`config.mk`:
```
export PLATFORM = sky130hd
export DESIGN_NAME = apb_slave_regfile
export DESIGN_NICKNAME = d
export VERILOG_FILES = /design/src/rtl/apb_slave_regfile.sv
export SDC_FILE = /design/constraint.sdc
export NUM_CORES = 1
export LEC_CHECK = 0
export ABC_AREA = 0
export CAP_MARGIN = 10
export CORE_AREA = 2 2 166 250
export DETAILED_ROUTE_END_ITERATION = 7
export DIE_AREA = 0 0 168 252
export DONT_BUFFER_PORTS = 1
export PLACE_DENSITY = 0.79
export SYNTH_ARGS = -nofsm -noshare
export SYNTH_HDL_FRONTEND = slang
export SYNTH_SLANG_ARGS = --single-unit
```
`constraint.sdc`:
```
create_clock -name PCLK -period 2.6 [get_ports PCLK]
set_input_delay 0.26 -clock PCLK [delete_from_list [all_inputs] [get_ports PCLK]]
set_output_delay 0.26 -clock PCLK [all_outputs]
set_load 0.03 [all_outputs]
```
`src/rtl/apb_slave_regfile.sv`:
```
// APB slave exposing NUM_REGS byte-strobed registers, with a fixed number of
// wait states per transfer and an error response for unmapped or misaligned addresses.
module apb_slave_regfile #(
   parameter int ADDR_WIDTH  = 8,
   parameter int DATA_WIDTH  = 32,
   parameter int NUM_REGS    = 16,
   parameter int WAIT_STATES = 2
) (
   input  logic                    PCLK,
   input  logic                    PRESET,
   input  logic                    PSELx,
   input  logic                    PENABLE,
   input  logic                    PWRITE,
   input  logic [ADDR_WIDTH-1:0]   PADDR,
   input  logic [DATA_WIDTH-1:0]   PWDATA,
   input  logic [DATA_WIDTH/8-1:0] PSTRB,
   output logic                    PREADY,
   output logic [DATA_WIDTH-1:0]   PRDATA,
   output logic                    PSLVERR
);

   localparam int STRB_W    = DATA_WIDTH / 8;
   localparam int LANE_BITS = (STRB_W > 1) ? $clog2(STRB_W) : 0;
   localparam int WCNT_W    = (WAIT_STATES > 0) ? $clog2(WAIT_STATES + 1) : 1;
   localparam int RIDX_W    = (NUM_REGS > 1) ? $clog2(NUM_REGS) : 1;

   localparam logic [ADDR_WIDTH-1:0] LANE_MASK  = ADDR_WIDTH'((1 << LANE_BITS) - 1);
   localparam logic [ADDR_WIDTH:0]   NUM_REGS_V = (ADDR_WIDTH + 1)'(NUM_REGS);
   localparam logic [WCNT_W-1:0]     WCNT_LOAD  = WCNT_W'(WAIT_STATES);

   typedef enum logic {
      IDLE,
      ACCESS
   } state_t;

   state_t                  state;
   logic [WCNT_W-1:0]       wcnt;
   logic [ADDR_WIDTH-1:0]   hold_addr;
   logic                    hold_write;
   logic [DATA_WIDTH-1:0]   hold_wdata;
   logic [STRB_W-1:0]       hold_strb;
   logic [DATA_WIDTH-1:0]   regs [NUM_REGS];

   logic [ADDR_WIDTH-1:0]   index_full;
   logic [RIDX_W-1:0]       reg_idx;
   logic                    addr_valid;
   logic                    done;
   logic                    do_write;

   // Decode works only on the captured address so bus changes mid-transfer have no effect.
   assign index_full = hold_addr >> LANE_BITS;
   assign reg_idx    = index_full[RIDX_W-1:0];
   assign addr_valid = ((hold_addr & LANE_MASK) == '0) && ({1'b0, index_full} < NUM_REGS_V);

   assign done     = (state == ACCESS) && (wcnt == '0);
   assign do_write = done && PSELx && hold_write && addr_valid;

   assign PREADY  = done;
   assign PSLVERR = done && !addr_valid;
   assign PRDATA  = (done && !hold_write && addr_valid) ? regs[reg_idx] : '0;

   // Transfer sequencing: a setup cycle loads the wait counter and captures the request;
   // dropping PSELx during the access phase abandons the transfer.
   always_ff @(posedge PCLK) begin
      if (PRESET) begin
         state      <= IDLE;
         wcnt       <= '0;
         hold_addr  <= '0;
         hold_write <= 1'b0;
         hold_wdata <= '0;
         hold_strb  <= '0;
      end else begin
         case (state)
            IDLE: begin
               if (PSELx && !PENABLE) begin
                  state      <= ACCESS;
                  wcnt       <= WCNT_LOAD;
                  hold_addr  <= PADDR;
                  hold_write <= PWRITE;
                  hold_wdata <= PWDATA;
                  hold_strb  <= PSTRB;
               end
            end
            ACCESS: begin
               if (!PSELx) begin
                  state <= IDLE;
                  wcnt  <= '0;
               end else if (wcnt == '0) begin
                  state <= IDLE;
               end else if (PENABLE) begin
                  wcnt <= wcnt - 1'b1;
               end
            end
            default: begin
               state <= IDLE;
               wcnt  <= '0;
            end
         endcase
      end
   end

   // Register file: byte lanes update only on the completion edge of a valid write.
   always_ff @(posedge PCLK) begin
      if (PRESET) begin
         for (int r = 0; r < NUM_REGS; r++) begin
            regs[r] <= '0;
         end
      end else if (do_write) begin
         for (int b = 0; b < STRB_W; b++) begin
            if (hold_strb[b]) begin
               regs[reg_idx][8*b +: 8] <= hold_wdata[8*b +: 8];
            end
         end
      end
   end

endmodule

```
==> results of run 1 <==
layout by cell type (no fill, tap or decap), types with 5 or more instances in the layout:
cell | Yosys | layout
sky130_fd_sc_hd__clkbuf_16 | 0 | 52
sky130_fd_sc_hd__o21ai_1 | 2 | 11
sky130_fd_sc_hd__buf_6 | 0 | 27
sky130_fd_sc_hd__nor3_1 | 33 | 33
sky130_fd_sc_hd__and2_1 | 512 | 512
sky130_fd_sc_hd__o21ai_2 | 0 | 11
sky130_fd_sc_hd__a22oi_1 | 32 | 9
sky130_fd_sc_hd__clkinv_2 | 0 | 8
sky130_fd_sc_hd__clkbuf_1 | 79 | 13
sky130_fd_sc_hd__dfxtp_1 | 52 | 47
sky130_fd_sc_hd__mux2i_1 | 32 | 32
sky130_fd_sc_hd__nor3_2 | 19 | 19
sky130_fd_sc_hd__or2_4 | 0 | 5
sky130_fd_sc_hd__a22oi_2 | 0 | 23
sky130_fd_sc_hd__clkbuf_8 | 0 | 5
sky130_fd_sc_hd__buf_12 | 0 | 13
sky130_fd_sc_hd__dlygate4sd3_1 | 0 | 47
sky130_fd_sc_hd__buf_4 | 0 | 100
sky130_fd_sc_hd__inv_1 | 5 | 5
sky130_fd_sc_hd__mux4_2 | 128 | 128
sky130_fd_sc_hd__edfxtp_1 | 512 | 512
sky130_fd_sc_hd__or2_2 | 65 | 60
sky130_fd_sc_hd__a21oi_1 | 48 | 48
sky130_fd_sc_hd__nor2_4 | 12 | 13
sky130_fd_sc_hd__o21ai_4 | 0 | 10
sky130_fd_sc_hd__clkinv_1 | 0 | 6
sky130_fd_sc_hd__nand2_1 | 92 | 92
timing repair:
action	CTS	global route
buffers inserted	7	5
hold endpoints to repair	52	0
gates cloned	1	5
resized for setup	44	97
pin swaps	0	21
endpoints found under the setup margin	32	127
hold buffers	48	0
cells in the mapped netlist (all sizes together) (32+ instances only):
master,count,area (sq um)
nand2,92,345.3
or2,65,406.6
nor3,52,355.3
dfxtp,52,1041
mux4,128,2883
edfxtp,512,15370
and2,512,3203
a22oi,32,240.2
clkbuf,82,311.5
a21oi,48,240.2
o21ai,34,170.2
mux2i,32,320.3
state kept, by name, summed over array words and instances (netlist names), named ones only:
register / count
hold_addr: 8
hold_strb: 4
hold_wdata: 32
hold_write: 1
regs: 512
state: 1
wcnt: 2
layer usage:
metal  vias to the layer above  wire length [microns]  GRT usage [%]
li1                       6551                      -              -
met4                         0                   2836          10.86
met3                       133                   3394          3.278
met5                         -                      0              0
met1                      7554                  21660          34.31
met2                       571                  32540          52.20
cell type report:
type / count / area, sq um
fillers: 2365 / 10620
repair buffers: 191 / 1888
multi-input cells: 1039 / 8890
well taps: 506 / 633.1
clock inverters: 19 / 146.4
inverters: 5 / 18.77
flip-flops and latches: 564 / 16430
clock buffers: 67 / 1344
diodes: 1 / 2.502
path summary, 6_finish.rpt:
check | start | to | slack, ps | depth (start not counted)
max | hold_addr[0] | PRDATA[2] | -250 | 8
min | PRESET | hold_wdata[28] | 20 | 2
max reg2reg | hold_addr[0] | regs[4][16] | 60 | 6
min reg2reg | wcnt[0] | wcnt[0] | 470 | 2
power by group:
group          total, mW  switching (mW)  internal [mW]
Sequential          10.4           0.228           10.1
Combinational       1.08           0.603          0.479
Clock               6.95            3.14           3.80
through the flow:
step	setup TNS (ps)	hold slack, ps	worst slack (ps)	power, mW	utilization [%]
global placement	0	337.8	198.2	11.43	66.80
global route	-7743	26.20	-305.7	18.88	73.42
detailed placement	0	343.5	133.2	11.48	66.80
finish	-5989	16.70	-253.5	18.41	73.42
CTS	-6047	14.19	-216.1	18.39	72.28
floorplan	0	373.9	29.92	11.12	-
critical path: stages, from the launching register on:
cell                      delay (ps)
sky130_fd_sc_hd__dfxtp_2         320
sky130_fd_sc_hd__or4_4           540
sky130_fd_sc_hd__buf_6           140
sky130_fd_sc_hd__nor3b_4         300
sky130_fd_sc_hd__buf_6           190
sky130_fd_sc_hd__buf_12          150
sky130_fd_sc_hd__a22oi_1          80
sky130_fd_sc_hd__o21ai_1         110
sky130_fd_sc_hd__buf_4           190
kinds of logic after synthesis:
group                      after synthesis  share of synthesized area, %
AOI/OAI and AO/OA                      115                         2.592
adders and majority gates                1                       0.04917
buffers and inverters                  114                         1.775
DFF                                    564                         64.52
muxes                                  160                         12.59
and+or+nand+nor                        763                         18.48
==> metrics.sh, run 1 <==
STATUS='finished with violations'
TIMING_WORST_SLEW_PIN_VALUE_PS=739.5
TOTAL_NETS_FINAL=1899
SYNTH_ENABLE_FLOP_CELLS=512
INSERTION_DELAY_PS=580
ROUTED_WL_MM=60.42
DETAIL_ROUTE.VIAS_PER_CELL=6.191
GRT_PASS1_VIAS=15060
ROUTE.VIAS.TOTAL=14810
CHIP_WIDTH_MICRONS=168
GRT-OVFL-TOTAL=0
FINAL_MAX_SLEW_VIOL_COUNT=0
FINALWORSTSETUPSLACK_PS=-253.5
GP_ROUTABILITY_CONGESTION=0.8136
DETAILEDPLACEMENTHPWL_MM=39.25
TIMING.FINAL.CRIT_SHARE_PCT=109.8
TOP_LEVEL_PORTS=83
YOSYS_WARNINGS=0
DP_CELLS=2240
CLOCK_TREE_FROM_TRITONCTS='done'
GRT_FIRST_PASS_WIRELENGTH_MM=89.20
WORST-PATH-MAX-FANOUT=8
CLOCK-ROOT-BUFFER='sky130_fd_sc_hd__clkbuf_16'
SYNTHESIZED_NETLIST_CELL_COUNT=1717
VDD.IR_DROP.WORST_mV=0.5248
NUMCTSBUFFERS=48
FINISH.INSTANCE_AREA_SQ_UM=29350
CATEGORY_OF_THE_CRITICAL_SETUP_TIMING_PATH='reg2out'
FP.COREAREA_SQ_UM=39980
FAILED_CHECKS='setup timing'
DIE_AREA_SQ_UM=42340
DIE_H_MICRONS=252
PORT_BUFFERS=0
FINAL-HOLD-VIOLATION-COUNT=0
NUMBER_OF_ANTENNA_VIOLATIONS_AT_THE_FIRST_CHECK_IN_GLOBAL_ROUTING=1
TIMING.FINAL.SETUP_VIOLATIONS=32
MAXCAPVIOLCOUNT=0
SYNTH_AREA_SQ_UM=25440
SYNTHTOLAYOUTAREAGROWTH_PCT=15.36
CTS.HTREE.LEVELS=2
POST_ROUTE_CELLS_DRIVE_ABOVE_1_SHARE_PCT=26.42
SYN_NETS=1767
DRT_ITER0_DRC=1288
HOLD_CLASS='in2reg'
STATIC-LEAKAGE-POWER_nW=10.38
DRC_ERRORS=0
SYNTH_SEQ_CELLS=564
POWER_DENSITY_nW_PER_UM2=627.1
DR.PASS1.ITERS=5
TIMING.CRITICAL_PATH.FROM_TYPE='flip-flop'
TIMING.CRITICAL_PATH.ARRIVAL_PS=2590
CRIT_REQUIRED_PS=2340
SETUP_REPAIR_AFTER_GLOBAL_ROUTING_MISSED_ITS_MARGIN='yes'
NORMALIZED_MAX_SLEW_MARGIN_PCT=50.32
SYN-MEAN-INSTANCE-AREA_SQ_UM=14.82
POSTSYNTH.ASYNCRESETSHARE_PCT=0
ROW_CNT=90
GRT_MAX_DEGREE=73
FINAL_PERIOD_MINUS_WORST_SETUP_SLACK_PS=2854
CRITICAL_PATH.ENDPOINT_TYPE='primary output'
INSTANCES_NO_FILL=2392
START_UTIL_PCT=63.65
CTS.SINKS=564
ROUTEDWLPERCELL_MICRONS=25.26
CLK_PATH_BUF_DEPTH=3
DETAIL-ROUTE-ANTENNA-NETS=0
GRT.TOTAL_USAGE_PCT=28.36
SYNTHFLOPTYPE='sky130_fd_sc_hd__edfxtp_1'
SYNTH.LIB_CELLS_USED.DISTINCT=37
POST_DP_CELL_AREA_SQ_UM=26700
SYNTH.YOSYS.SEQ_AREA_SHARE_PCT=64.52
FIN_WORST_SKEW_PS=17.51
CTS.REPORTEDPATHS.CLKPINSLEW_PS=60
FMAX_MHz=350.4
(Power assumes the default switching activity.)
==> run 2, diff against run 1 <==
--- a/config.mk
+++ b/config.mk
@@ -15,3 +15,4 @@
 export SYNTH_ARGS = -nofsm -noshare
 export SYNTH_HDL_FRONTEND = slang
 export SYNTH_SLANG_ARGS = --single-unit
+export TNS_END_PERCENT = 20
==> constraint.sdc (replaced) <==
create_clock -name PCLK -period 2.8 [get_ports PCLK]
set_input_delay 0.28 -clock PCLK [delete_from_list [all_inputs] [get_ports PCLK]]
set_output_delay 0.28 -clock PCLK [all_outputs]
set_load 0.03 [all_outputs]
==> metrics.sh, run 2 (synthesis results as in run 1) <==
SEQCELLAREA_SQ_UM=16430
VDD.IR_DROP.WORST_mV=0.4769
CTS.HTREE.LEVELS=2
PRE_CTS_SLACK_PS=74.89
FAILED_CHECKS='setup timing'
FINAL_PERIOD_MINUS_WORST_SETUP_SLACK_PS=2834
TIMING.FINAL.SETUP_VIOLATIONS=12
TIMING.FINAL.CRIT_SHARE_PCT=101.2
GRT_PASS1_VIAS=14650
CATEGORY_OF_THE_CRITICAL_SETUP_TIMING_PATH='reg2out'
NORMALIZED_MAX_SLEW_MARGIN_PCT=39.13
REG2REG_FROM='wcnt[0]'
ROUTED_WL_MM=57.25
FINAL_MAX_SLEW_VIOL_COUNT=0
CTS.REPORTEDPATHS.CLKPINSLEW_PS=70
MULTIINPUTGATEAREA_SQ_UM=8690
DIE_H_MICRONS=252
HOLD_SLACK_PS=27.61
FINAL-HOLD-VIOLATION-COUNT=0
INSERTION_DELAY_PS=580
UTILIZATION_PCT=71.67
GRT_FIRST_PASS_WIRELENGTH_MM=86.89
POST_ROUTE_CELLS_DRIVE_ABOVE_1_SHARE_PCT=22.80
DETAIL-ROUTE-ANTENNA-NETS=0
CTS.SINKS=564
ROUTE.VIAS.TOTAL=14340
ROUTEDWLPERCELL_MICRONS=24.47
SYNTHTOLAYOUTAREAGROWTH_PCT=12.60
STATIC-LEAKAGE-POWER_nW=10.03
WL_MET1_MM=20.75
DETAILEDPLACEMENTHPWL_MM=38.64
POST_DP_CELL_AREA_SQ_UM=26430
CHIP_WIDTH_MICRONS=168
LAYOUT.CELLS.MOST_COMMON_LIST='sky130_fd_sc_hd__and2_1, sky130_fd_sc_hd__edfxtp_1, sky130_fd_sc_hd__mux4_2, sky130_fd_sc_hd__nand2_1, sky130_fd_sc_hd__buf_4'
DIE_AREA_SQ_UM=42340
DR.PASS1.ITERS=5
ROUTE.TOP_LAYER_USED='met4'
NUMBER_OF_ANTENNA_VIOLATIONS_AT_THE_FIRST_CHECK_IN_GLOBAL_ROUTING=0
SETUP_REPAIR_AFTER_GLOBAL_ROUTING_MISSED_ITS_MARGIN='yes'
TOTAL_NETS_FINAL=1846
CLOCK_TREE_FROM_TRITONCTS='done'
CRITICAL_PATH.ENDPOINT_TYPE='primary output'
TOP_LEVEL_PORTS=83
CRIT_REQUIRED_PS=2520
SWITCHINGPOWER_mW=3.610
ROUTED-WL-MET3_MM=2.954
REGISTER_SHARE_OF_TOTAL_POWER_PCT=56.1
GRT-OVFL-TOTAL=0
MAXCAPVIOLCOUNT=0
POWER_DENSITY_nW_PER_UM2=599.1
TIMING_WORST_SLEW_PIN_VALUE_PS=906.1
WORST_HOLD_STARTPOINT='PENABLE'
FINALPOWER_mW=17.16
LARGEST_REGISTERS='regs x512, hold_wdata x32, hold_addr x8'
REGISTER_NAME_WITH_THE_MOST_FLOPS='regs'
WORST-PATH-MAX-FANOUT=14
ROUTE.MET2.WL_MM=30.97
PWR-SHARE-COMB_PCT=5.4
TIMING.CRITICAL_PATH.ARRIVAL_PS=2550
FINISH.INSTANCE_AREA_SQ_UM=28650
CLOCKPOWERSHARE_PCT=38.4
CLK_PATH_BUF_DEPTH=3
CP-STARTPOINT='hold_addr[7]'
TIMING.CRITICAL_PATH.FROM_TYPE='flip-flop'
SWSHARE_PCT=21.04
DRC_ERRORS=0
FINALWORSTSETUPSLACK_PS=-33.55
HOLD_CLASS='in2reg'
NUMCTSBUFFERS=48
GRT.TOTAL_USAGE_PCT=27.70
POST_CTS.REPAIR.SETUP_BUFFERS=0
ROW_CNT=90
FMAX_MHz=352.9
NUMBER_OF_FLIP_FLOPS_IN_THE_LARGEST_REGISTER=512
GRT_MAX_DEGREE=73
START_UTIL_PCT=63.65
STATUS='finished with violations'
FP.COREAREA_SQ_UM=39980
POWER.INTERNAL_mW=13.55
GP_ROUTABILITY_CONGESTION=0.8505
DETAIL_ROUTE.VIAS_PER_CELL=6.127
CLOCK-ROOT-BUFFER='sky130_fd_sc_hd__clkbuf_16'
FIN_WORST_SKEW_PS=16.73
DRT_ITER0_DRC=1245
NFILLCELLS=2420
PORT_BUFFERS=0
run 2: changes by cell type in the layout (fill, tap and decap cells not counted), moves of 4 or more:
cell / change
sky130_fd_sc_hd__buf_4: -31
sky130_fd_sc_hd__a22oi_1: +18
sky130_fd_sc_hd__a22oi_2: -18
sky130_fd_sc_hd__buf_6: -14
sky130_fd_sc_hd__o21ai_4: -9
sky130_fd_sc_hd__buf_12: -7
sky130_fd_sc_hd__o21ai_1: +7
sky130_fd_sc_hd__nor3_1: -5
sky130_fd_sc_hd__nor3_2: +5
sky130_fd_sc_hd__or2_2: +5
sky130_fd_sc_hd__or2_4: -5
sky130_fd_sc_hd__o21ai_0: +4
run 2: power groups by stage:
stage	Clock [mW]	Sequential, mW	Combinational [mW]
after floorplan	0	9.67	0.657
after global placement	0	9.80	0.822
after detailed placement	0	9.81	0.841
after CTS	6.63	9.63	0.929
after global routing	6.89	9.66	0.988
final	6.60	9.64	0.931
run 2: worst paths after layout:
kind / to / slack, ps / cells past startpoint
worst max-delay path: PRDATA[5] / -30 / 5
worst min-delay path: wcnt[0] / 30 / 3
worst max register to register: regs[14][21] / 160 / 7
worst min register to register: wcnt[0] / 470 / 2
run 2: per-stage QoR:
stage / cells / setup TNS, ps
final: 2340 / -254.8
after floorplan: 1717 / 0
after detailed placement: 2204 / 0
after global routing: 2339 / -1746
after global placement: 2204 / 0
after CTS: 2338 / -677.8
run 2: cell type report:
cell class | count | share of cell area (%)
sequential | 564 | 57.34
clock inverter | 20 | 0.6856
inverter | 5 | 0.06551
clock buffer | 67 | 4.690
tap | 506 | 2.210
antenna | 1 | 0.008734
timing repair buffer | 138 | 4.669
multi-input combinational | 1039 | 30.33
run 2: metal layers:
metal | global-route usage, % | up-vias
li1 | - | 6445
met4 | 11.90 | 0
met2 | 51.09 | 534
met5 | 0 | -
met3 | 3.216 | 133
met1 | 32.79 | 7226
run 2: worst max-delay path: stages (launching register included):
cell	delay [ps]
sky130_fd_sc_hd__dfxtp_2	340
sky130_fd_sc_hd__or4_4	580
sky130_fd_sc_hd__or4_4	490
sky130_fd_sc_hd__buf_12	200
sky130_fd_sc_hd__o21ai_2	200
sky130_fd_sc_hd__buf_6	160
run 2: timing repair:
| action | in CTS | in global routing |
|---|---|---|
| hold buffers | 47 | 1 |
| endpoints found under the setup margin | 32 | 72 |
| hold endpoints to repair | 52 | 1 |
| pin swaps | 1 | 1 |
| gates resized for setup | 46 | 21 |
==> run 3, diff against run 2 <==
--- a/config.mk
+++ b/config.mk
@@ -5,11 +5,11 @@
 export SDC_FILE = /design/constraint.sdc
 export NUM_CORES = 1
 export LEC_CHECK = 0
-export ABC_AREA = 0
+export ABC_AREA = 1
 export CAP_MARGIN = 10
-export CORE_AREA = 2 2 166 250
+export CORE_AREA = 2 2 175 263
 export DETAILED_ROUTE_END_ITERATION = 7
-export DIE_AREA = 0 0 168 252
+export DIE_AREA = 0 0 177 265
 export DONT_BUFFER_PORTS = 1
 export PLACE_DENSITY = 0.79
 export SYNTH_ARGS = -nofsm -noshare
==> metrics.sh, run 3 <==
STATUS='finished, final reports clean'
NUMCTSBUFFERS=49
CTS.SINKS=564
DRT_ITER0_DRC=2479
TOP_LEVEL_PORTS=83
GRT_PASS1_VIAS=20920
SYNTH-SIMPLE-AREA-SHARE_PCT=29.61
POSTSYNTH.ASYNCRESETSHARE_PCT=0
SYNTH_AREA_SQ_UM=28210
CTS.HTREE.LEVELS=2
GRT-OVFL-TOTAL=0
SYN-MEAN-INSTANCE-AREA_SQ_UM=9.014
SYNTH_TOP_FAMILY_BY_AREA='simple AND/OR/NAND/NOR gates'
DETAIL_ROUTE.VIAS_PER_CELL=5.743
PATH_DELAY_FAMILY='buffers and inverters'
CRIT_REQUIRED_PS=2520
TIMING_WORST_SLEW_PIN_VALUE_PS=940.4
DETAIL-ROUTE-ANTENNA-NETS=0
REG2REG_FROM='wcnt[0]'
ROUTEDWLPERCELL_MICRONS=19.57
NFILLCELLS=3127
NORMALIZED_MAX_SLEW_MARGIN_PCT=36.92
SYNTHFLOPTYPE='sky130_fd_sc_hd__edfxtp_1'
SYNTH.YOSYS.SEQ_AREA_SHARE_PCT=58.20
UTILIZATION_PCT=69.54
SETUP_REPAIR_AFTER_GLOBAL_ROUTING_MISSED_ITS_MARGIN='yes'
MAXCAPVIOLCOUNT=0
FINAL-HOLD-VIOLATION-COUNT=0
GRT.MET1_USAGE_PCT=40.30
LAYOUT.CELLS.MOST_COMMON_LIST='sky130_fd_sc_hd__nand2_1, sky130_fd_sc_hd__nor2_1, sky130_fd_sc_hd__edfxtp_1, sky130_fd_sc_hd__inv_1, sky130_fd_sc_hd__nand3_1'
CHIP_WIDTH_MICRONS=177
CRITICAL_PATH.ENDPOINT_TYPE='primary output'
ROUTED_WL_MM=73.29
MOSTFREQUENTLAYOUTCELL='sky130_fd_sc_hd__nand2_1'
FIN_WORST_SKEW_PS=16.78
TIMING.FINAL.SETUP_VIOLATIONS=0
HOLD_CLASS='in2reg'
POWER_DENSITY_nW_PER_UM2=597.1
CTS.REPORTEDPATHS.CLKPINSLEW_PS=70
MULTIINPUTGATEAREA_SQ_UM=9029
CLOCK-ROOT-BUFFER='sky130_fd_sc_hd__clkbuf_16'
PORT_BUFFERS=0
WORST-PATH-MAX-FANOUT=128
NUMBER_OF_ANTENNA_VIOLATIONS_AT_THE_FIRST_CHECK_IN_GLOBAL_ROUTING=0
REGISTER_NAME_WITH_THE_MOST_FLOPS='regs'
GRT_FIRST_PASS_WIRELENGTH_MM=112.0
TOTAL_NETS_FINAL=3173
GRT_BUSIEST_LAYER='met2'
SYNTH_ENABLE_FLOP_CELLS=512
POST_CTS.REPAIR.SETUP_BUFFERS=0
SYNTHMUXAREASHARE_PCT=0
TIMING.CRITICAL_PATH.ARRIVAL_PS=2480
POST_ROUTE_CELLS_DRIVE_ABOVE_1_SHARE_PCT=9.292
GRT.TOTAL_USAGE_PCT=31.39
GROUTE.LAYER.MET3.USAGE_PCT=4.418
GRT_MAX_DEGREE=129
SYNTH_LARGEST_TYPE_AREA_FRACTION_PCT=54.51
FINAL_PERIOD_MINUS_WORST_SETUP_SLACK_PS=2760
CRITICAL_PATH.MOST_COMMON_CELL='sky130_fd_sc_hd__nand3_1'
ROW_CNT=95
YOSYS_WARNINGS=0
SYNTH.LIB_CELLS_USED.DISTINCT=24
SYNTHTOLAYOUTAREAGROWTH_PCT=9.897
CATEGORY_OF_THE_CRITICAL_SETUP_TIMING_PATH='reg2out'
SYN_NETS=3179
SYNTH_COMPOUND_AREA_SHARE_PCT=2.271
ROUTE.VIAS.TOTAL=21510
FINISH.INSTANCE_AREA_SQ_UM=31000
STATIC-LEAKAGE-POWER_nW=13.50
DR.PASS1.ITERS=6
DRC_ERRORS=0
GP_ROUTABILITY_CONGESTION=0.9109
FINAL_MAX_SLEW_VIOL_COUNT=0
FMAX_MHz=362.3
DETAILEDPLACEMENTHPWL_MM=46.45
CLOCK_TREE_FROM_TRITONCTS='done'
GR-USAGE-MET2_PCT=52.05
POST_DP_CELL_AREA_SQ_UM=28890
LARGEST_REGISTERS='regs x512, hold_wdata x32, hold_addr x8'
CLK_PATH_BUF_DEPTH=3
SEQCELLAREA_SQ_UM=16420
POST_SYNTH_FA_HA_MAJ_AREA_FRACTION_PCT=0.04436
CRITICAL_PATH.CELL_CHAIN='buf_12 -> nand2_1 -> nand3_1 -> nand3_1 -> a21oi_1 -> nor2_1 -> buf_4'
FIN_SETUP_TNS_PS=0
SYNTH_SEQ_CELLS=564
DIE_H_MICRONS=265
CRIT_PATH_MAX_INCR_DELAY_PS=430
YOSYS.CELL_COUNT.TOP_TYPE='sky130_fd_sc_hd__nand2_1'
NUMBER_OF_FLIP_FLOPS_IN_THE_LARGEST_REGISTER=512
SYNTHESIZED_NETLIST_CELL_COUNT=3129
DIE_AREA_SQ_UM=46910
INSERTION_DELAY_PS=580
TIMING.CRITICAL_PATH.FROM_TYPE='flip-flop'
POST_SYNTH_MAIN_AREA_CONTRIBUTORS='sky130_fd_sc_hd__edfxtp_1, sky130_fd_sc_hd__nand2_1, sky130_fd_sc_hd__nor2_1'
TIMING.FINAL.CRIT_SHARE_PCT=98.57
WORST_HOLD_STARTPOINT='PADDR[5]'
ANTENNADIODECOUNT=0
YOSYS-TOP-CELLS-COUNT='sky130_fd_sc_hd__nand2_1, sky130_fd_sc_hd__nor2_1, sky130_fd_sc_hd__edfxtp_1'
CRITPATHSLOWESTCELL='sky130_fd_sc_hd__dfxtp_4'
START_UTIL_PCT=63.28
VDD.IR_DROP.WORST_mV=0.5308
SYNTH-XOR-AREA-SHARE_PCT=0
FP.COREAREA_SQ_UM=44570
YOSYSTOPAREACELL='sky130_fd_sc_hd__edfxtp_1'
PATH_BUF_INV=2
run 3: cell types whose count changed after synthesis, sizes merged, moves of 51 or more:
| cell | before | now |
|---|---|---|
| nand3 | 2 | 342 |
| or2 | 65 | 0 |
| nand4 | 2 | 65 |
| inv | 5 | 475 |
| buf | 27 | 83 |
| mux4 | 128 | 0 |
| nor2 | 15 | 569 |
| nor3 | 52 | 1 |
| nand2 | 92 | 774 |
| and2 | 512 | 0 |
run 3: cell families after synthesis:
| kind of cell | count (synthesis) |
|---|---|
| simple gates | 1751 |
| buf+inv | 685 |
| flops | 564 |
| compound gates | 128 |
| fa+ha+maj | 1 |
run 3: final cells by class:
class                   instances  area share [%]
flip-flops and latches        564           52.99
multi-input cells            1880           29.13
inverters                     507           6.176
clock buffers                  61           4.238
repair buffers                121           4.089
well taps                     582           2.349
clock inverters                31           1.033
run 3: where the power goes:
| part | internal (mW) | total, mW | leakage (nW) | switching [mW] |
|---|---|---|---|---|
| combinational | 0.502 | 1.98 | 6.98 | 1.48 |
| clock | 3.91 | 6.97 | 0.797 | 3.07 |
| sequential | 9.44 | 9.55 | 5.73 | 0.108 |
run 3: final timing paths:
path	cells after the start	slack, ps	endpoint
setup / recovery	7	40	PRDATA[15]
hold reg to reg	2	480	wcnt[0]
hold / removal	2	10	hold_addr[5]
setup reg to reg	7	510	regs[14][17]
run 3: timing repair:
action,4_1_cts,5_1_grt
gates cloned,0,1
endpoints found under the setup margin,3,18
gates resized for setup,1,7
hold buffers,41,0
endpoints found under the hold margin,41,0
run 3: routing by layer:
metal	vias up	part of all wire [%]
met1	10010	36
li1	9923	-
met3	276	10
met4	0	5.4
met2	1301	49
met5	-	0
run 3: metrics by stage:
step	power [mW]	setup slack, ps	hold WS, ps	std cells
2_1_floorplan	11.02	900.9	446.8	3129
3_3_place_gp	11.55	563.4	353.1	3612
3_5_place_dp	11.60	528.5	356.1	3612
4_1_cts	18.43	20.89	6.626	3745
5_1_grt	18.96	-33.97	23.14	3746
6_report	18.51	39.99	11.68	3746
